<file path="config.mk">
export PLATFORM = sky130hd
export DESIGN_NAME = mem_spi_multi
export DESIGN_NICKNAME = d
export VERILOG_FILES = /design/src/rtl/mem_spi_multi_pkg.sv /design/src/rtl/mem_spi_multi_sclk_gen.sv /design/src/rtl/mem_spi_multi.sv
export SDC_FILE = /design/constraint.sdc
export NUM_CORES = 1
export LEC_CHECK = 0
export CAP_MARGIN = 20
export CORE_ASPECT_RATIO = 1.75
export CORE_MARGIN = 3
export CORE_UTILIZATION = 30
export CTS_BUF_LIST = sky130_fd_sc_hd__clkbuf_4
export CTS_CLUSTER_SIZE = 16
export DETAILED_ROUTE_END_ITERATION = 10
export SETUP_SLACK_MARGIN = 0.05
export SKIP_LAST_GASP = 1
export SYNTH_ARGS = -nofsm -noshare
export SYNTH_HDL_FRONTEND = slang
export SYNTH_SLANG_ARGS = --single-unit
</file>
<file path="constraint.sdc">
create_clock -name clk -period 5.1 [get_ports clk]
set_input_delay 1.02 -clock clk [delete_from_list [all_inputs] [get_ports clk]]
set_output_delay 1.02 -clock clk [all_outputs]
set_load 0.005 [all_outputs]
</file>
<file path="src/rtl/mem_spi_multi_pkg.sv">
// Shared definitions for the mem_spi_multi SPI memory controller:
// opcodes, FSM state type, dummy-cycle count and request-length decode.
package mem_spi_pkg;

  localparam logic [7:0] OP_READ      = 8'h03;
  localparam logic [7:0] OP_WRITE     = 8'h02;
  localparam logic [7:0] OP_FAST_READ = 8'h0B;

  // Dummy SCLK cycles inserted between address and data on fast reads
  localparam int DUMMY_BITS = 8;

  typedef enum logic [1:0] {
    ST_IDLE = 2'd0,
    ST_XFER = 2'd1,
    ST_DONE = 2'd2
  } state_t;

  // Transfer length 1..4; 0 and anything above 4 mean a full word
  function automatic logic [2:0] norm_nbytes(input logic [2:0] nb);
    return ((nb == 3'd0) || (nb > 3'd4)) ? 3'd4 : nb;
  endfunction

endpackage

</file>
<file path="src/rtl/mem_spi_multi_sclk_gen.sv">
// SPI clock generator for mem_spi_multi. While enabled, sclk toggles every
// CLK_DIV clk cycles starting low; rise/fall strobes are high on the clk
// cycle whose edge makes sclk rise/fall. Disabled: counter cleared, sclk low.
module spi_sclk_gen #(
  parameter int CLK_DIV = 1
) (
  input  logic i_clk,
  input  logic i_rst,
  input  logic i_en,
  output logic o_sclk,
  output logic o_rise_stb,
  output logic o_fall_stb
);

  localparam int CW = (CLK_DIV > 1) ? $clog2(CLK_DIV) : 1;

  logic [CW-1:0] r_cnt;
  logic          r_sclk;
  logic          w_tick;

  assign w_tick     = i_en && (r_cnt == CW'(CLK_DIV - 1));
  assign o_rise_stb = w_tick && !r_sclk;
  assign o_fall_stb = w_tick && r_sclk;
  assign o_sclk     = r_sclk;

  // Half-period divider; held idle (low) whenever the frame is not running
  always_ff @(posedge i_clk or posedge i_rst) begin
    if (i_rst) begin
      r_cnt  <= '0;
      r_sclk <= 1'b0;
    end else if (!i_en) begin
      r_cnt  <= '0;
      r_sclk <= 1'b0;
    end else if (w_tick) begin
      r_cnt  <= '0;
      r_sclk <= ~r_sclk;
    end else begin
      r_cnt  <= r_cnt + CW'(1);
    end
  end

endmodule

</file>
<file path="src/rtl/mem_spi_multi.sv">
// mem_spi_multi: SPI (mode 0) memory controller serving 1-4 byte reads and
// writes to NUM_CS devices behind one bus. Frame = opcode, address, data,
// all MSB first per byte, data bytes in little-endian order.
// Build option: define MEM_SPI_FAST_READ_EN to issue fast reads (0x0B with
// 8 dummy clocks before data); otherwise reads use 0x03.
module mem_spi_multi
  import mem_spi_pkg::*;
#(
  parameter  int NUM_CS     = 2,
  parameter  int ADDR_BYTES = 3,
  parameter  int CLK_DIV    = 1,
  localparam int CS_BITS    = (NUM_CS > 2) ? $clog2(NUM_CS) : 1,
  localparam int AW         = CS_BITS + 8 * ADDR_BYTES
) (
  input  logic              clk,
  input  logic              rst,
  input  logic              miso,
  output logic              sclk,
  output logic              mosi,
  output logic [NUM_CS-1:0] cs_n,
  input  logic [2:0]        num_bytes,
  input  logic [AW-1:0]     target_address,
  input  logic              is_write,
  input  logic [31:0]       write_value,
  output logic [31:0]       fetched_value,
  input  logic              start_request,
  output logic              request_done,
  output logic              access_error,
  output logic              busy
);

  localparam int ABITS   = 8 * ADDR_BYTES;
  localparam int FRAME_W = 8 + ABITS + DUMMY_BITS + 32;
  localparam logic [CS_BITS:0] NUM_CS_V = (CS_BITS + 1)'(NUM_CS);

  state_t              r_state, w_next;
  logic [FRAME_W-1:0]  r_frame, w_frame;
  logic [31:0]         r_rx, r_fetched, w_data_le;
  logic [7:0]          r_bit_cnt, r_total, r_hdr;
  logic [7:0]          w_total, w_hdr, w_data_idx;
  logic                r_write, r_acc_err;
  logic [NUM_CS-1:0]   r_cs_n, w_cs_sel;
  logic [CS_BITS-1:0]  w_dev;
  logic [ABITS-1:0]    w_addr;
  logic [2:0]          w_nb;
  logic                w_dev_ok, w_sclk_en, w_rise, w_fall, w_last, w_in_data;
  logic                w_sclk;

  assign w_dev      = target_address[AW-1 -: CS_BITS];
  assign w_addr     = target_address[ABITS-1:0];
  assign w_nb       = norm_nbytes(num_bytes);
  assign w_dev_ok   = ({1'b0, w_dev} < NUM_CS_V);
  assign w_cs_sel   = NUM_CS'(1) << w_dev;
  assign w_data_le  = {write_value[7:0], write_value[15:8],
                       write_value[23:16], write_value[31:24]};
  assign w_total    = w_hdr + {2'b00, w_nb, 3'b000};
  assign w_last     = (r_bit_cnt == (r_total - 8'd1));
  assign w_data_idx = r_bit_cnt - r_hdr;
  assign w_in_data  = !r_write && (r_bit_cnt >= r_hdr);
  // Dropping start_request stops the clock on the very next edge (abort)
  assign w_sclk_en  = (r_state == ST_XFER) && start_request;

  assign sclk          = w_sclk;
  assign mosi          = r_frame[FRAME_W-1];
  assign cs_n          = r_cs_n;
  assign fetched_value = r_fetched;
  assign access_error  = r_acc_err;

  spi_sclk_gen #(
    .CLK_DIV (CLK_DIV)
  ) u_sclk_gen (
    .i_clk      (clk),
    .i_rst      (rst),
    .i_en       (w_sclk_en),
    .o_sclk     (w_sclk),
    .o_rise_stb (w_rise),
    .o_fall_stb (w_fall)
  );

  // Left-aligned outgoing frame and header length (bits before first data bit)
  always_comb begin
    w_frame = '0;
    w_hdr   = 8'(8 + ABITS);
`ifdef MEM_SPI_FAST_READ_EN
    if (is_write) begin
      w_frame = {OP_WRITE, w_addr, w_data_le, 8'h00};
    end else begin
      w_frame = {OP_FAST_READ, w_addr, 8'h00, 32'h0};
      w_hdr   = 8'(8 + ABITS + DUMMY_BITS);
    end
`else
    w_frame = {(is_write ? OP_WRITE : OP_READ), w_addr,
               (is_write ? w_data_le : 32'h0), 8'h00};
`endif
  end

  // FSM state register
  always_ff @(posedge clk or posedge rst) begin
    if (rst) r_state <= ST_IDLE;
    else     r_state <= w_next;
  end

  // FSM next-state logic
  always_comb begin
    w_next = r_state;
    case (r_state)
      ST_IDLE: if (start_request) w_next = w_dev_ok ? ST_XFER : ST_DONE;
      ST_XFER: begin
        if (!start_request)      w_next = ST_IDLE;
        else if (w_fall && w_last) w_next = ST_DONE;
      end
      ST_DONE: if (!start_request) w_next = ST_IDLE;
      default: w_next = ST_IDLE;
    endcase
  end

  // FSM outputs
  always_comb begin
    busy         = (r_state == ST_XFER);
    request_done = (r_state == ST_DONE) && start_request;
  end

  // Frame control: latch request, shift mosi on sclk fall, close the frame
  always_ff @(posedge clk or posedge rst) begin
    if (rst) begin
      r_cs_n    <= '1;
      r_frame   <= '0;
      r_fetched <= '0;
      r_acc_err <= 1'b0;
      r_write   <= 1'b0;
      r_total   <= '0;
      r_hdr     <= '0;
      r_bit_cnt <= '0;
    end else begin
      case (r_state)
        ST_IDLE: begin
          if (start_request) begin
            if (w_dev_ok) begin
              r_cs_n    <= ~w_cs_sel;
              r_frame   <= w_frame;
              r_write   <= is_write;
              r_total   <= w_total;
              r_hdr     <= w_hdr;
              r_bit_cnt <= '0;
            end else begin
              r_acc_err <= 1'b1;
            end
          end
        end
        ST_XFER: begin
          if (!start_request) begin
            r_cs_n  <= '1;
            r_frame <= '0;
          end else if (w_fall) begin
            if (w_last) begin
              r_cs_n  <= '1;
              r_frame <= '0;
              if (!r_write) r_fetched <= r_rx;
            end else begin
              r_frame   <= r_frame << 1;
              r_bit_cnt <= r_bit_cnt + 8'd1;
            end
          end
        end
        ST_DONE: begin
          if (!start_request) r_acc_err <= 1'b0;
        end
        default: ;
      endcase
    end
  end

  // Read assembly: data bit j lands in byte j/8, bit 7-(j%8), i.e. index j^7
  always_ff @(posedge clk) begin
    if (r_state == ST_IDLE)
      r_rx <= '0;
    else if (w_rise && w_in_data)
      r_rx[w_data_idx[4:0] ^ 5'd7] <= miso;
  end

endmodule

</file>
Word-level counts from Yosys, hierarchy flattened. Index checks and enable logic that the tools add are counted.

Muxes and demuxes: 30. Equal/unequal tests: 12. $lt $le $gt $ge: 4. Reduce and logical (&&, ||, !) cells: 21. Add/sub/neg operators: 5. Bitwise operators: 5. Shifts and indexed selects: 1.

Operators by type and width (number): two-way mux 72 bit (4); one-hot mux 72 bit (2 select lines) (1); bitwise mux 32 bit (1); two-way mux 32 bit (1); two-way mux 8 bit (4); two-way mux 2 bit (8); one-hot mux 8 bit (2 select lines) (1); != test 2 bit (second input constant) (5); AND reduction 5 bit (2); logical AND 1 bit (9); != test 3 x 2 -> 1 bit (second input constant) (3); adder 8 x 1 -> 8 bit (second input constant) (1); == test 8 bit (1); >= comparator 8 x 6 -> 1 bit (1); subtractor 8 x 1 -> 8 bit (second input constant) (1); adder 6 x 6 -> 7 bit (first input constant) (1); less-than comparator 5 x 6 -> 1 bit (second input constant) (1); two-way mux 1 bit (6); one-hot mux 2 bit (3 select lines) (1); AND reduction 3 bit (2); demux 1 bit (select 5 bit) (1); >= comparator 5 x 1 -> 1 bit (second input constant) (1); subtractor 5 x 1 -> 5 bit (second input constant) (1); one-hot mux 2 bit (2 select lines) (1); other kinds (17) (20).

Output and inout bits: 39. Register bits: 160.

Depth between registers and ports, before layout.
Depth in word-level cells: 8. Mapped depth: 9. Mapped depth without buffers: 8.

Modules after synthesis. Synthesis repeated with hierarchy kept, for this count alone.

Cell total of the unflattened synthesis: 557. Area total of the unflattened synthesis: 6453.7 um^2.

Modules (own cells, without submodules): mem_spi_multi (sequential area each 3495.9 um^2, area each 6363.6 um^2, cells an instance 549, times used 1); spi_sclk_gen (sequential area each 50.0 um^2, area each 90.1 um^2, cells an instance 8, times used 1).

Least setup slack after synthesis. No wires, ideal clock.

Path type: input-to-reg. Start: in start_request. End: reg r_rx[1]. Cell stages on the path: 7. Slack: 2.747 ns. Path buffers: 1. Data arrival time: 2.220 ns. Data required time: 4.968 ns. Cells stage by stage: and2b_1 nand4b_1 nor3b_2 buf_4 nand2_1 nand2_1 a21oi_1.

Longest elaborated chain between the ends: 4.

RTL lines: start: declaration (line mem_spi_multi.sv:26) `input logic start_request,`; logical AND 1 bit (line mem_spi_multi.sv:61) `assign w_sclk_en = (r_state == ST_XFER) && start_request;`; logical AND 1 bit (line mem_spi_multi_sclk_gen.sv:21) `assign w_tick = i_en && (r_cnt == CW'(CLK_DIV - 1));`; logical AND 1 bit (line mem_spi_multi_sclk_gen.sv:22) `assign o_rise_stb = w_tick && !r_sclk;`; logical AND 1 bit (line mem_spi_multi.sv:177) `else if (w_rise && w_in_data)`; end signal: indexed assignment (line mem_spi_multi.sv:178) `r_rx[w_data_idx[4:0] ^ 5'd7] <= miso;`; end: declaration (line mem_spi_multi.sv:38) `logic [31:0] r_rx, r_fetched, w_data_le;`.

Every way passes these cells. A chain may end at the register's enable or synchronous reset.

Final worst setup path.
Start: reg r_state[1]. End: out busy.

Longest elaborated chain between the ends: 1.

RTL lines: start: declaration (line mem_spi_multi.sv:36) `state_t r_state, w_next;`; start signal: assignment (line mem_spi_multi.sv:100) `else r_state <= w_next;`; == test 2 x 1 -> 1 bit (line mem_spi_multi.sv:119) `busy = (r_state == ST_XFER);`; end: declaration (line mem_spi_multi.sv:29) `output logic busy`.

Every way passes these cells.

==> flow_summary_export.csv <==
group,metric,value,unit
run_status,status,"finished, final reports clean",
synth,synth_compound_area_share,14.8,%
power,power.total,0.00244,W
drt,vias,4841,
setup_path,end_kind,"output port",
clock_tree,htreeDepth,4,
synth,synthTopCellsByCount,"dfrtp_1 (114), nand2_1 (76), a221o_1 (56), and3_1 (56), a21oi_1 (37)",
layout,syn2layout_area_growth,25.2,%
drt,via_per_inst,4.93,
synth,synth_top_area_cell,"dfrtp_1",
timing,worst_pin_slew,1.09,ns
synth,muxShareOfSynthArea,5.88,%
clock_tree,cts_tree,"done",
timing,tns,0,ns
setup_path,cp.required,4.08,ns
synth,async_flop_share,78.4,%
clock_tree,hold_buffers,0,
synth,yosysSeqAreaShare,54.6,%
drt,drc,0,
timing,fmax,269,MHz
global_routing,grt-ovfl-total,0,
timing,setup_viol,0,
global_routing,grt_pass1_wl,25.1,mm
synth,synth_ff_type,"dfrtp_1",
setup_path,worst-setup-path-type,"reg2out",
synth,synth_top_family_by_area,"simple AND/OR/NAND/NOR gates",
min_path,min-delay-start,"r_rx[2]",
clock_tree,clk_latency,0.53,ns
drt,wl,15.1,mm
flow_run,max-cap-violations,0,
setup_path,cp-startpoint,"r_state[1]",
synth,synth-xor-area-share,0.810,%
clock_tree,post_cts_buffers,0,
setup_path,start_kind,"register",
timing,layout_setup_ws,1.38,ns
setup_path,reg2reg_from,"r_state[0]",
power,ir_drop,127,uV
power,leakage,3.48,nW
timing,finalClockSkew,0.0397,ns
placement,gp_congestion,0.738,
clock_tree,root_buffer,"clkbuf_4",
layout,seq_area,3550,sq um
clock_tree,cts_max_path_buffers,2,
synth,ys_top_cells_by_area,"dfrtp_1 (44%), dfxtp_1 (9.9%), a221o_1 (8.6%)",
synth,netlist.area_leader.share,43.9,%
timing,timing.slew.headroom,27.0,%
synth,syn_inst,596,
synth,yosys_warnings,0,
synth,synth.most_common_cell,"dfrtp_1",
timing,fin_hold_ws,0.461,ns
setup_path,critical_path_arrival,2.70,ns
synth,ys_types,56,
layout,nNetsFinal,751,
synth,syn_area_per_cell,10.9,sq um
drt,avgRoutedWirePerCell,15.4,microns
placement,port_buffers,102,
floorplanning,dieArea,23500,sq um
floorplanning,initial_core_util,30.8,%
synth,ys_ff_latch,148,
global_routing,grt_pass1_vias,4810,
layout,fillerInstances,2083,
synth,synth-simple-area-share,18.4,%
power,p_per_area,300,nW/um^2
timing,maxSlewViolCount,0,
clock_tree,clock-sinks,148,
timing,finalCritPeriodShare,73.0,%
floorplanning,pin_count,104,
layout,multiInputGateArea,2700,sq um
timing,min_period,3.72,ns
clock_tree,post_cts_resized,0,
placement,place_hpwl,10.3,mm
synth,synthesis.area,6490,sq um
synth,synthAdderAreaFrac,1.35,%
synth,synth_edf_count,0,
global_routing,grt_start_max_net_pins,66,
floorplanning,die_w,117,microns
drt,drtAntennaViolNets,0,
layout,drive_gt1_share,13.3,%
min_path,hold_path.class,"reg2reg",
floorplanning,die_h,201,microns
drt,drtIter0Drc,259,
global_routing,antenna_found_initial,1,
clock_tree,cts_made_buffers,17,
floorplanning,core-area,21100,sq um
timing,hold_viol_final,0,
timing,rsz0062_at_grt,"false",
clock_tree,clk_pin_slew,0.11,ns
setup_path,crit_fanout,29,
floorplanning,std_cell_rows,70,
global_routing,grtUsageTotal,13.4,%
drt,first_pass_iters,4,
placement,preCtsSetupSlack,1.50,ns
-- flip-flops by register name (all words and copies together), names as in the netlist --
name,count
r_frame,64
fetched_value,32
r_rx,32
r_bit_cnt,8
r_total,4
cs_n,2
r_state,2
r_hdr,1
r_write,1
u_sclk_gen.o_sclk,1
u_sclk_gen.r_cnt,1
-- cells in the final DEF (no fill, tap or decap), types with 5 or more instances in the layout --
| master | instances |
|---|---|
| bufinv_16 | 5 |
| mux2_2 | 33 |
| nand2_1 | 76 |
| a221o_1 | 56 |
| dfxtp_1 | 32 |
| buf_4 | 7 |
| ha_1 | 7 |
| clkbuf_4 | 20 |
| inv_1 | 9 |
| dfrtp_1 | 114 |
| and3_1 | 56 |
| o21ai_0 | 5 |
| nand2b_1 | 7 |
| nor3_1 | 5 |
| nor2_1 | 8 |
| a21oi_1 | 37 |
| a22o_1 | 6 |
| nand3_1 | 35 |
| clkdlybuf4s50_1 | 102 |
-- worst max-delay path, stage by stage, from the launching register on --
cell,delay [ns]
dfrtp_1,0.50
nand2b_1,0.82
inv_1,0.35
clkdlybuf4s50_1,0.54
-- metrics by stage --
stage,area (sq um),std cells,utilization [%]
floorplan,6490,597,-
global placement,7720,946,36.6
detailed placement,7720,946,36.6
CTS,8080,978,38.3
global route,8130,981,38.5
finish,8130,981,38.5
-- path summary, 6_finish.rpt --
path	to	slack, ns	cells after the start
max reg2reg	r_frame[57]	1.71	7
max in group asynchronous	fetched_value[0]	3.22	3
min	r_rx[2]	0.46	2
max	busy	1.38	3
min reg2reg	r_rx[2]	0.46	2
min in group asynchronous	r_frame[50]	0.94	2
-- cell families after synthesis --
logic type | count (synthesis)
flops | 148
simple gates | 222
other cells | 1
fa+ha+maj | 7
mux | 34
compound gates | 120
xor+xnor | 6
buf+inv | 58
-- per-layer routing --
layer  global-route usage, %  share of wire, %  vias to the layer above
met5                       0                 0                        -
li1                        -                 -                     2356
met4                    4.39               1.2                        0
met1                    16.4                41                     2376
met2                    23.4                54                       99
met3                    2.41               3.0                       10
-- layout make-up --
type / count / share of cell area [%]
Inverter: 10 / 0.493
Antenna cell: 1 / 0.0308
Clock buffer: 20 / 1.85
Multi-Input combinational cell: 391 / 33.3
Timing Repair Buffer: 111 / 13.8
Tap cell: 288 / 4.43
Clock inverter: 12 / 2.52
Sequential cell: 148 / 43.6
-- power breakdown --
part           switching (W)  total (W)  internal (W)
logic               0.000129   0.000263      0.000133
clock network       0.000431   0.000889      0.000458
registers          0.0000514    0.00128       0.00123
No activity file was read; power rests on OpenSTA's default activity.
